--- src/rtl/bp_branch_event_buffer_pkg.sv ---
// Types shared by the branch event buffer: FE command layout, branch type enum and record width.
package bp_branch_event_buffer_pkg;

  typedef enum logic {e_bp_default_cfg} bp_params_e;

  localparam int unsigned vaddr_width_gp = 39;

  typedef enum logic [2:0] {
    e_br_type_br      = 3'd0,
    e_br_type_jal     = 3'd1,
    e_br_type_jalr    = 3'd2,
    e_br_type_call    = 3'd3,
    e_br_type_ret     = 3'd4,
    e_br_type_unknown = 3'd5
  } bp_branch_type_e;

  typedef enum logic [2:0] {
    e_op_state_reset          = 3'd0,
    e_op_pc_redirection       = 3'd1,
    e_op_icache_fill_response = 3'd2,
    e_op_icache_fence         = 3'd3,
    e_op_attaboy              = 3'd4,
    e_op_wait                 = 3'd5
  } bp_fe_command_queue_opcodes_e;

  typedef enum logic [2:0] {
    e_subop_branch_mispredict  = 3'd0,
    e_subop_trap               = 3'd1,
    e_subop_eret               = 3'd2,
    e_subop_interrupt          = 3'd3,
    e_subop_translation_switch = 3'd4,
    e_subop_context_switch     = 3'd5
  } bp_fe_command_queue_subopcodes_e;

  typedef enum logic [1:0] {
    e_not_a_branch          = 2'd0,
    e_incorrect_pred_taken  = 2'd1,
    e_incorrect_pred_ntaken = 2'd2
  } bp_fe_misprediction_reason_e;

  typedef struct packed {
    logic [vaddr_width_gp-1:0] src_vaddr;
    logic                      is_br;
    logic                      is_jal;
    logic                      is_jalr;
    logic                      is_call;
    logic                      is_ret;
    logic                      src_btb;
    logic                      src_ret;
  } bp_fe_branch_metadata_fwd_s;

  // Both operand views keep the metadata in the same MSB position.
  typedef struct packed {
    bp_fe_branch_metadata_fwd_s      branch_metadata_fwd;
    bp_fe_command_queue_subopcodes_e subopcode;
    bp_fe_misprediction_reason_e     misprediction_reason;
  } bp_fe_cmd_pc_redirect_operands_s;

  typedef struct packed {
    bp_fe_branch_metadata_fwd_s branch_metadata_fwd;
    logic                       taken;
    logic [3:0]                 padding;
  } bp_fe_cmd_attaboy_s;

  typedef union packed {
    bp_fe_cmd_pc_redirect_operands_s pc_redirect_operands;
    bp_fe_cmd_attaboy_s              attaboy;
  } bp_fe_cmd_operands_u;

  typedef struct packed {
    bp_fe_command_queue_opcodes_e opcode;
    logic [vaddr_width_gp-1:0]    vaddr;
    bp_fe_cmd_operands_u          operands;
  } bp_fe_cmd_s;

  function automatic int unsigned bp_vaddr_width(bp_params_e cfg);
    case (cfg)
      e_bp_default_cfg: return vaddr_width_gp;
      default:          return vaddr_width_gp;
    endcase
  endfunction

  // stamp + src + dst + 3-bit type + mispred/taken/src_btb/src_ret
  function automatic int unsigned bp_branch_event_width(int unsigned vaddr_width,
                                                        int unsigned instr_cnt_width);
    return instr_cnt_width + 2 * vaddr_width + 3 + 4;
  endfunction

endpackage

--- src/rtl/bp_branch_event_buffer_fifo.sv ---
// Small 1r1w FIFO with wrap-bit pointers; enqueue attempts while full are dropped and flagged.
module bp_branch_event_fifo #(
  parameter int unsigned width_p = 8,
  parameter int unsigned els_p   = 8
) (
  input  logic               clk_i,
  input  logic               reset_li,
  input  logic [width_p-1:0] data_i,
  input  logic               v_i,
  output logic [width_p-1:0] data_o,
  output logic               v_o,
  input  logic               yumi_i,
  output logic               drop_o
);

  localparam int unsigned ptr_width_lp = $clog2(els_p);
  localparam logic [ptr_width_lp:0] ptr_one_lp = {{ptr_width_lp{1'b0}}, 1'b1};

  logic [ptr_width_lp:0] rptr_q, wptr_q;
  logic [width_p-1:0]    mem_q [els_p];
  logic                  full, empty, enq, deq;

  assign empty = (rptr_q == wptr_q);
  assign full  = (rptr_q[ptr_width_lp-1:0] == wptr_q[ptr_width_lp-1:0])
              && (rptr_q[ptr_width_lp] != wptr_q[ptr_width_lp]);

  // Fullness is judged at cycle start, so a same-cycle dequeue cannot make room.
  assign enq    = v_i & ~full;
  assign deq    = yumi_i & ~empty;
  assign drop_o = v_i & full;

  always_ff @(posedge clk_i or negedge reset_li) begin
    if (!reset_li) begin
      rptr_q <= '0;
      wptr_q <= '0;
    end else begin
      if (enq) wptr_q <= wptr_q + ptr_one_lp;
      if (deq) rptr_q <= rptr_q + ptr_one_lp;
    end
  end

  always_ff @(posedge clk_i) begin
    if (enq) mem_q[wptr_q[ptr_width_lp-1:0]] <= data_i;
  end

  assign v_o    = ~empty;
  assign data_o = empty ? '0 : mem_q[rptr_q[ptr_width_lp-1:0]];

endmodule

--- src/rtl/bp_branch_event_buffer.sv ---
// Classifies accepted attaboys and mispredict redirects into stamped branch records and queues them.
// Optional drop counter / overflow flag enabled by defining BP_BRANCH_EVENT_DROP_CNT_EN.
module bp_branch_event_buffer
  import bp_branch_event_buffer_pkg::*;
#(
  parameter bp_params_e  bp_params_p       = e_bp_default_cfg,
  parameter int unsigned els_p             = 8,
  parameter int unsigned instr_cnt_width_p = 32,
  parameter int unsigned drop_cnt_width_p  = 16,
  localparam int unsigned vaddr_width_p    = bp_vaddr_width(bp_params_p),
  localparam int unsigned fe_cmd_width_lp  = $bits(bp_fe_cmd_s),
  localparam int unsigned bp_branch_event_width_lp =
    bp_branch_event_width(vaddr_width_p, instr_cnt_width_p)
) (
  input  logic                                clk_i,
  input  logic                                reset_li,
  input  logic                                freeze_i,
  input  logic [fe_cmd_width_lp-1:0]          fe_cmd_i,
  input  logic                                fe_cmd_yumi_i,
  input  logic                                commit_v_i,
  output logic [bp_branch_event_width_lp-1:0] event_o,
  output logic                                event_v_o,
  input  logic                                event_yumi_i,
  output logic [instr_cnt_width_p-1:0]        instr_cnt_o,
  output logic [drop_cnt_width_p-1:0]         drop_cnt_o,
  output logic                                overflow_o
);

  typedef struct packed {
    logic [instr_cnt_width_p-1:0] instr;
    logic [vaddr_width_p-1:0]     src_vaddr;
    logic [vaddr_width_p-1:0]     dst_vaddr;
    bp_branch_type_e              br_type;
    logic                         mispred;
    logic                         taken;
    logic                         src_btb;
    logic                         src_ret;
  } bp_branch_event_s;

  bp_fe_cmd_s                   fe_cmd;
  bp_fe_branch_metadata_fwd_s   meta;
  bp_branch_event_s             rec;
  logic                         is_attaboy, is_mispredict, capture, drop;
  logic [instr_cnt_width_p-1:0] instr_cnt_q;

  assign fe_cmd = fe_cmd_i;

  always_comb begin
    is_attaboy    = (fe_cmd.opcode == e_op_attaboy);
    is_mispredict = (fe_cmd.opcode == e_op_pc_redirection)
                 && (fe_cmd.operands.pc_redirect_operands.subopcode == e_subop_branch_mispredict);
    meta          = is_attaboy ? fe_cmd.operands.attaboy.branch_metadata_fwd
                               : fe_cmd.operands.pc_redirect_operands.branch_metadata_fwd;
    capture       = fe_cmd_yumi_i & ~freeze_i & (is_attaboy | is_mispredict);

    rec           = '0;
    rec.instr     = instr_cnt_q;
    rec.src_vaddr = meta.src_vaddr;
    rec.dst_vaddr = fe_cmd.vaddr;
    rec.mispred   = ~is_attaboy;
    rec.taken     = is_attaboy ? fe_cmd.operands.attaboy.taken
                  : (fe_cmd.operands.pc_redirect_operands.misprediction_reason
                     == e_incorrect_pred_taken);
    rec.src_btb   = meta.src_btb;
    rec.src_ret   = meta.src_ret;
    if (meta.is_ret)       rec.br_type = e_br_type_ret;
    else if (meta.is_call) rec.br_type = e_br_type_call;
    else if (meta.is_jalr) rec.br_type = e_br_type_jalr;
    else if (meta.is_jal)  rec.br_type = e_br_type_jal;
    else if (meta.is_br)   rec.br_type = e_br_type_br;
    else                   rec.br_type = e_br_type_unknown;
  end

  always_ff @(posedge clk_i or negedge reset_li) begin
    if (!reset_li) instr_cnt_q <= '0;
    else           instr_cnt_q <= instr_cnt_q + instr_cnt_width_p'(commit_v_i & ~freeze_i);
  end

  assign instr_cnt_o = instr_cnt_q;

  bp_branch_event_fifo #(
    .width_p(bp_branch_event_width_lp),
    .els_p  (els_p)
  ) fifo (
    .clk_i   (clk_i),
    .reset_li(reset_li),
    .data_i  (rec),
    .v_i     (capture),
    .data_o  (event_o),
    .v_o     (event_v_o),
    .yumi_i  (event_yumi_i),
    .drop_o  (drop)
  );

`ifdef BP_BRANCH_EVENT_DROP_CNT_EN
  logic [drop_cnt_width_p-1:0] drop_cnt_q;
  logic                        overflow_q;

  always_ff @(posedge clk_i or negedge reset_li) begin
    if (!reset_li) begin
      drop_cnt_q <= '0;
      overflow_q <= 1'b0;
    end else if (drop) begin
      overflow_q <= 1'b1;
      if (~&drop_cnt_q) drop_cnt_q <= drop_cnt_q + {{(drop_cnt_width_p-1){1'b0}}, 1'b1};
    end
  end

  assign drop_cnt_o = drop_cnt_q;
  assign overflow_o = overflow_q;
`else
  logic unused_drop;
  assign unused_drop = drop;
  assign drop_cnt_o  = '0;
  assign overflow_o  = 1'b0;
`endif

endmodule

--- config.mk ---
export PLATFORM = sky130hd
export DESIGN_NAME = bp_branch_event_buffer
export DESIGN_NICKNAME = d
export VERILOG_FILES = /design/src/rtl/bp_branch_event_buffer_pkg.sv /design/src/rtl/bp_branch_event_buffer_fifo.sv /design/src/rtl/bp_branch_event_buffer.sv
export SDC_FILE = /design/constraint.sdc
export NUM_CORES = 1
export LEC_CHECK = 0
export ABC_AREA = 1
export CAP_MARGIN = 40
export CORE_ASPECT_RATIO = 1.75
export CORE_MARGIN = 5
export CORE_UTILIZATION = 32
export DETAILED_ROUTE_END_ITERATION = 8
export HOLD_SLACK_MARGIN = 0.02
export SYNTH_ARGS = -nofsm -noshare
export SYNTH_HDL_FRONTEND = slang
export SYNTH_SLANG_ARGS = --single-unit
--- constraint.sdc ---
create_clock -name clk_i -period 16.7 [get_ports clk_i]
set_input_delay 3.34 -clock clk_i [delete_from_list [all_inputs] [get_ports clk_i]]
set_output_delay 3.34 -clock clk_i [all_outputs]
set_load 0.01 [all_outputs]
=== Word-level counts from Yosys, hierarchy flattened ===
Memory sizes are Yosys's and may differ from the RTL's.
Index checks and enable logic that the tools add are counted.
W data, S select, Z words.

* Reduce and logical (&&, ||, !) cells: 3
* Muxes and demuxes: 9
* Add/sub/neg operators: 3
* Bitwise gates (word level): 11
* Eq/ne operators: 6

{| class="wikitable"
|+ Operators by type and width
! operator !! count
|-
| $mux W117 || 1
|-
| $add A32 B32 Y32 || 1
|-
| $and A1 B32 Y32 || 1
|-
| $not A1 Y32 || 1
|-
| $mux W3 || 5
|-
| $add A4 B1 Y4 const B || 2
|-
| $and A1 B1 Y1 || 4
|-
| $eq A4 B4 Y1 || 1
|-
| $not A1 Y1 || 4
|-
| $eq A3 B1 Y1 const B || 1
|-
| $eq A3 B3 Y1 || 1
|-
| $eq A3 B3 Y1 const B || 1
|-
| $logic_not A3 Y1 || 1
|-
| $mux W1 || 3
|-
| $eq A2 B1 Y1 const B || 1
|-
| $logic_and A1 B1 Y1 || 2
|-
| $ne A1 B1 Y1 || 1
|-
| $or A1 B1 Y1 || 1
|}

* Memory bits (writable): 936
* Logic and storage cells: 36
* Memories: 1
* Output and inout bits: 167
* Flip-flop bits (word level): 40
* Input bits: 99

{| class="wikitable"
|+ Memories
! memory !! depth !! bits a word !! read ports !! clocked after memory_dff !! wr ports !! RTL line !! RTL
|-
| fifo.mem_q || 8 || 117 || 1 || 0 || 1 || bp_branch_event_buffer_fifo.sv:20 || <nowiki>logic [width_p-1:0] mem_q [els_p];</nowiki>
|}

=== Logic depth before layout (Yosys ltp) ===
* Depth in word-level cells: 7
* Mapped depth: 11

=== Cells and area by module ===
From an unflattened synthesis, not the netlist that was laid out.

* Cell total of the unflattened synthesis: 3,386
* Area, all modules: 39,963.3 sq um

{| class="wikitable"
|+ By module, submodules not included
! module !! cells an instance !! times used !! area an instance (sq um)
|-
| bp_branch_event_fifo || 3,088 || 1 || 37,634.8
|-
| bp_branch_event_buffer || 298 || 1 || 2,328.5
|}

=== Worst setup path after synthesis ===
Ideal clock, no wire load.

* Kind: input-to-reg
* Start point: input port fe_cmd_i[90]
* End point: memory fifo.mem_q[0][0] in the netlist's numbering, enable pin
* Slack: 7.061 ns
* Arrival time: 9.045 ns
* Stages: 5
* Setup time: 0.595 ns
* Path through: nor2_1 > nand2_1 > a21oi_1 > nand2_2 > nor2_1

* Cells in the longest elaborated chain, start to end: 7

{| class="wikitable"
|+ Ends and longest elaborated chain
! what !! RTL line !! RTL
|-
| from (decl) || bp_branch_event_buffer.sv:18 || <nowiki>input logic [fe_cmd_width_lp-1:0] fe_cmd_i,</nowiki>
|-
| $eq A3 B1 Y1 || bp_branch_event_buffer.sv:50 || <nowiki>is_mispredict = (fe_cmd.opcode == e_op_pc_redirection)</nowiki>
|-
| $logic_and A1 B1 Y1 || bp_branch_event_buffer.sv:51 || <nowiki>&& (fe_cmd.operands.pc_redirect_operands.subopcode == e_subop_branch_mispredict);</nowiki>
|-
| $or A1 B1 Y1 * || bp_branch_event_buffer.sv:54 || <nowiki>capture = fe_cmd_yumi_i & ~freeze_i & (is_attaboy | is_mispredict);</nowiki>
|-
| $and A1 B1 Y1 * || bp_branch_event_buffer.sv:54 ||
|-
| $and A1 B1 Y1 * || bp_branch_event_buffer_fifo.sv:28 || <nowiki>assign enq = v_i & ~full;</nowiki>
|-
| $mux W1 * || bp_branch_event_buffer_fifo.sv:43 || <nowiki>if (enq) mem_q[wptr_q[ptr_width_lp-1:0]] <= data_i;</nowiki>
|-
| $mux W1 (implied by the code) * || bp_branch_event_buffer_fifo.sv:43 ||
|-
| to (decl) || bp_branch_event_buffer_fifo.sv:20 ||
|}

Mark *: on every way between the ends. The rest lies on a longest branch, timed or not.

=== Worst setup path in the final report ===
* Start point: register fifo.rptr_q[2]
* End point: output port event_o[112]

* Cells in the longest elaborated chain, start to end: 2

{| class="wikitable"
|+ Ends and longest elaborated chain
! what !! RTL line !! RTL
|-
| from (decl) || bp_branch_event_buffer_fifo.sv:19 || <nowiki>logic [ptr_width_lp:0] rptr_q, wptr_q;</nowiki>
|-
| from (signal assigned) || bp_branch_event_buffer_fifo.sv:38 || <nowiki>if (deq) rptr_q <= rptr_q + ptr_one_lp;</nowiki>
|-
| $mem_v2 Z8 W117 / $eq A4 B4 Y1 (equally long branches) || -- ||
|-
| $mux W117 * || bp_branch_event_buffer_fifo.sv:47 || <nowiki>assign data_o = empty ? '0 : mem_q[rptr_q[ptr_width_lp-1:0]];</nowiki>
|-
| to (decl) || bp_branch_event_buffer.sv:21 || <nowiki>output logic [bp_branch_event_width_lp-1:0] event_o,</nowiki>
|}

Marked as above.

==> key figures <==
Run status
  – Result of the run: finished, final reports clean

Critical path
  – Nature of the critical path endpoint: primary output
  – Timing endpoint of the critical path: event_o[112]
  – Kind of critical path: register to primary output
  – Critical Path Start Type: register
  – Flop-to-flop setup slack: 12570 ps
  – Launch instance of the worst register-to-register path: fifo.rptr_q[2]$_DFFE_PN0P_
  – Critical path required time: 13360 ps
  – Worst-path fanout max: 75
  – CP Launch Point: fifo.rptr_q[2]$_DFFE_PN0P_
  – Endpoint of the worst-slack reg-to-reg timing path: fifo.mem_q[6][14]$_DFFE_PP_
  – WP data arrival: 4540 ps
  – Cell count of the worst reg-to-reg path: 8

Drt
  – Vias per inst: 4.85
  – Wire length reported by the detailed router: 105000 µm
  – Total via count after detailed routing: 25500
  – Detailed router's first-iteration violation count: 1843
  – DRC viols: 0
  – WL per Instance: 20.0 µm
  – Antenna Violating Nets Remaining: 0
  – Count of TritonRoute iterations in the first routing pass: 5

Final layout
  – Layout overhead on the synthesized area: 17.4%
  – Filler instances: 11900
  – Register cell area after layout: 29100 µm²
  – Fin area: 46600 µm²
  – Util after Layout: 37.7%
  – Total area of multi-input combinational cells: 9280 µm²
  – Number of nets in the layout: 3637
  – Proportion of layout cells with a drive suffix above 1: 5.60%

STA
  – Post-route minimum period: 7880 ps
  – Number of slew-limit violations in the final report: 0
  – Final Hold Slack: 507 ps
  – Relative slew slack: 20.8%
  – Final-report hold violation count: 0
  – Transition time at the pin with the least slew margin: 1190 ps
  – Clk_skew: 16.5 ps
  – Max frequency: 127 MHz
  – Part of the cycle the worst path needs: 47.2%
  – Sum of negative setup slack: 0 ps
  – Setup repair after global routing missed its margin: false
  – Finish-stage setup viols: 0

Clocking
  – # Post-CTS Setup Buffers: 0
  – Post-CTS Resized: 0
  – Clock transition at the registers of the reported paths: 70 ps
  – Clk_lat worst skew: 670 ps
  – Clk sink count: 976
  – Clock Tree Buf Depth: 3
  – Clock tree from TritonCTS: built
  – CTS root buf: sky130_fd_sc_hd__clkbuf_16
  – Total clock buffers created by CTS: 93
  – Number of H-tree branching levels: 3
  – Hold buffer count at CTS: 0

Die
  – Row Count: 171
  – Die height: 476 µm
  – Top-level port count: 266
  – Die area: 132000 µm²
  – Die X: 276 µm
  – Initial Utilization: 32.1%
  – Standard cell core area: 124000 µm²

Min path
  – Path type of the worst min-delay path: register to register

Logic synthesis
  – Most frequent cell after synthesis: sky130_fd_sc_hd__edfxtp_1
  – Main combinational cell family by area after synthesis: simple AND/OR/NAND/NOR gates
  – Multiplexer share of the synthesized area: 0%
  – Synth Area in XOR/XNOR: 0.504%
  – Most frequent cells after synthesis: 936 x sky130_fd_sc_hd__edfxtp_1, 760 x sky130_fd_sc_hd__nor2_1, 590 x sky130_fd_sc_hd__nand2_1, 330 x sky130_fd_sc_hd__o21ai_0, 140 x sky130_fd_sc_hd__o21ai_1
  – Compound-gate portion of the synthesized area: 7.47%
  – Leading post-synthesis cells by cell area: sky130_fd_sc_hd__edfxtp_1 71%, sky130_fd_sc_hd__nor2_1 7.2%, sky130_fd_sc_hd__nand2_1 5.6%
  – Simple-Gate Fraction of Synth Area: 14.9%
  – Yosys reg bits: 976
  – Cell count after synthesis: 3372
  – Mean cell area of the mapped netlist: 11.8 µm²
  – Cell taking the most area after synthesis: sky130_fd_sc_hd__edfxtp_1
  – Number of warnings issued by yosys: 0
  – Part of the Yosys area used for sequential elements: 73.3%
  – Area of the mapped netlist: 39700 µm²
  – Post-synth EDFFs: 936
  – Proportion of netlist area held by the largest area contributor: 70.8%
  – Adder and majority cell fraction of the synthesized area: 0.158%
  – Share of synthesized flip-flops with an asynchronous set or reset: 4.10%
  – Number of distinct library cells after synthesis: 30
  – Most used DFF post-synth: sky130_fd_sc_hd__edfxtp_1

GRT
  – First-pass GRT wire length: 158000 µm
  – Initial antenna violation count: 4
  – Global-route total usage across every layer: 15.5%
  – Largest net degree at the start of global routing: 210
  – Overflow left after global routing: 0
  – Number of global-route vias before repair: 25500

Placed design
  – Number of buffer cells added on primary ports: 248
  – Last weighted congestion value of the routability-driven placer: 0.782
  – Cell area after placement: 43600 µm²
  – Sum of net half-perimeters after detailed placement: 52800 µm

Power
  – PwrDens: 168 nW/µm²
  – Worst VDD drop: 0.000142 V
  – Lkg Pwr: 16.3 nW

Flow run
  – Number of maximum-capacitance violations: 0
## flip-flops by register name (all words and copies together), names as in the netlist
name	count
fifo.mem_q	936
instr_cnt_o	32
fifo.rptr_q	4
fifo.wptr_q	4
## power by group
group | internal (W) | switching (W) | total (W) | leakage, nW
registers | 0.00273 | 0.0000748 | 0.00280 | 9.10
logic | 0.00112 | 0.00182 | 0.00294 | 5.74
clock network | 0.00115 | 0.000920 | 0.00208 | 1.45
## cell families (layout without fill, tap and decap cells)
logic type      Yosys count  in the layout
compound gates          592            592
simple gates           1508           1508
flops                   976            976
fa+ha+maj                 5              5
xor+xnor                 22             22
other cells               1             20
buf+inv                 268            488
## routing by layer
metal	share of wire, %	vias to the layer above	global-route usage, %
li1	-	12000	-
met1	41	12600	18.8
met2	51	705	28.1
met3	4.9	196	2.37
met4	3.0	0	5.74
met5	0	-	0
## area by class of cell
cell class	instances	share of cell area [%]
Multi-Input combinational cell	2144	19.9
Clock inverter	54	1.12
Antenna cell	3	0.0161
Sequential cell	976	62.4
Clock buffer	116	5.30
Inverter	25	0.239
Timing Repair Buffer	293	6.57
Tap cell	1643	4.41
## stage by stage
stage | power (W) | cells | setup slack (ps)
floorplan | 0.00452 | 3388 | 7060
global placement | 0.00578 | 5072 | 9050
detailed placement | 0.00584 | 5081 | 9030
CTS | 0.00794 | 5251 | 8650
global route | 0.00830 | 5254 | 8530
finish | 0.00781 | 5254 | 8820
## critical path, cell delays in order, from the launching register on
cell and delay (ps):
sky130_fd_sc_hd__dfrtp_4 820, sky130_fd_sc_hd__inv_4 340, sky130_fd_sc_hd__nand2_1 180, sky130_fd_sc_hd__a21oi_1 150, sky130_fd_sc_hd__nand2_8 590, sky130_fd_sc_hd__buf_4 760, sky130_fd_sc_hd__nand2_1 110, sky130_fd_sc_hd__nor2_1 280
sky130_fd_sc_hd__clkdlybuf4s50_1 620
## worst min-delay path by stage
stage,from,endpoint,slack (ps),cells after the start
2_1_floorplan,fifo.rptr_q[3]$_DFFE_PN0P_,fifo.rptr_q[3]$_DFFE_PN0P_,460,2
3_3_place_gp,fifo.rptr_q[3]$_DFFE_PN0P_,fifo.rptr_q[3]$_DFFE_PN0P_,490,2
3_5_place_dp,fifo.wptr_q[3]$_DFFE_PN0P_,fifo.wptr_q[3]$_DFFE_PN0P_,490,2
4_1_cts,fifo.wptr_q[3]$_DFFE_PN0P_,fifo.wptr_q[3]$_DFFE_PN0P_,510,2
5_1_grt,fifo.wptr_q[3]$_DFFE_PN0P_,fifo.wptr_q[3]$_DFFE_PN0P_,530,2
6_report,fifo.wptr_q[3]$_DFFE_PN0P_,fifo.wptr_q[3]$_DFFE_PN0P_,510,2
## cell usage in the layout, fill, tap and decap left out, types with 2 or more instances in the layout
master                            instances
sky130_fd_sc_hd__nor2_4                   8
sky130_fd_sc_hd__clkdlybuf4s50_1        247
sky130_fd_sc_hd__clkinv_2                11
sky130_fd_sc_hd__inv_1                   22
sky130_fd_sc_hd__nand3_1                135
sky130_fd_sc_hd__clkbuf_8                 6
sky130_fd_sc_hd__nor2_1                 752
sky130_fd_sc_hd__inv_8                    3
sky130_fd_sc_hd__nand4_1                  3
sky130_fd_sc_hd__clkbuf_1                17
sky130_fd_sc_hd__dfrtp_1                 37
sky130_fd_sc_hd__nand3b_1                13
sky130_fd_sc_hd__and3_1                   2
sky130_fd_sc_hd__buf_16                   5
sky130_fd_sc_hd__clkinv_8                 4
sky130_fd_sc_hd__a21oi_1                121
sky130_fd_sc_hd__edfxtp_1               936
sky130_fd_sc_hd__conb_1                  17
sky130_fd_sc_hd__clkinv_1                17
sky130_fd_sc_hd__inv_6                    8
sky130_fd_sc_hd__dfrtp_4                  3
sky130_fd_sc_hd__buf_4                   28
sky130_fd_sc_hd__ha_1                     5
sky130_fd_sc_hd__bufinv_16                6
sky130_fd_sc_hd__nand2_1                590
sky130_fd_sc_hd__o21ai_0                330
sky130_fd_sc_hd__xor2_1                  14
sky130_fd_sc_hd__clkinv_4                 2
sky130_fd_sc_hd__xnor2_1                  7
sky130_fd_sc_hd__buf_12                  12
sky130_fd_sc_hd__clkbuf_16               93
sky130_fd_sc_hd__o21ai_1                140
sky130_fd_sc_hd__diode_2                  3
sky130_fd_sc_hd__clkinvlp_4               4
Power figures use the tool's default switching activity.
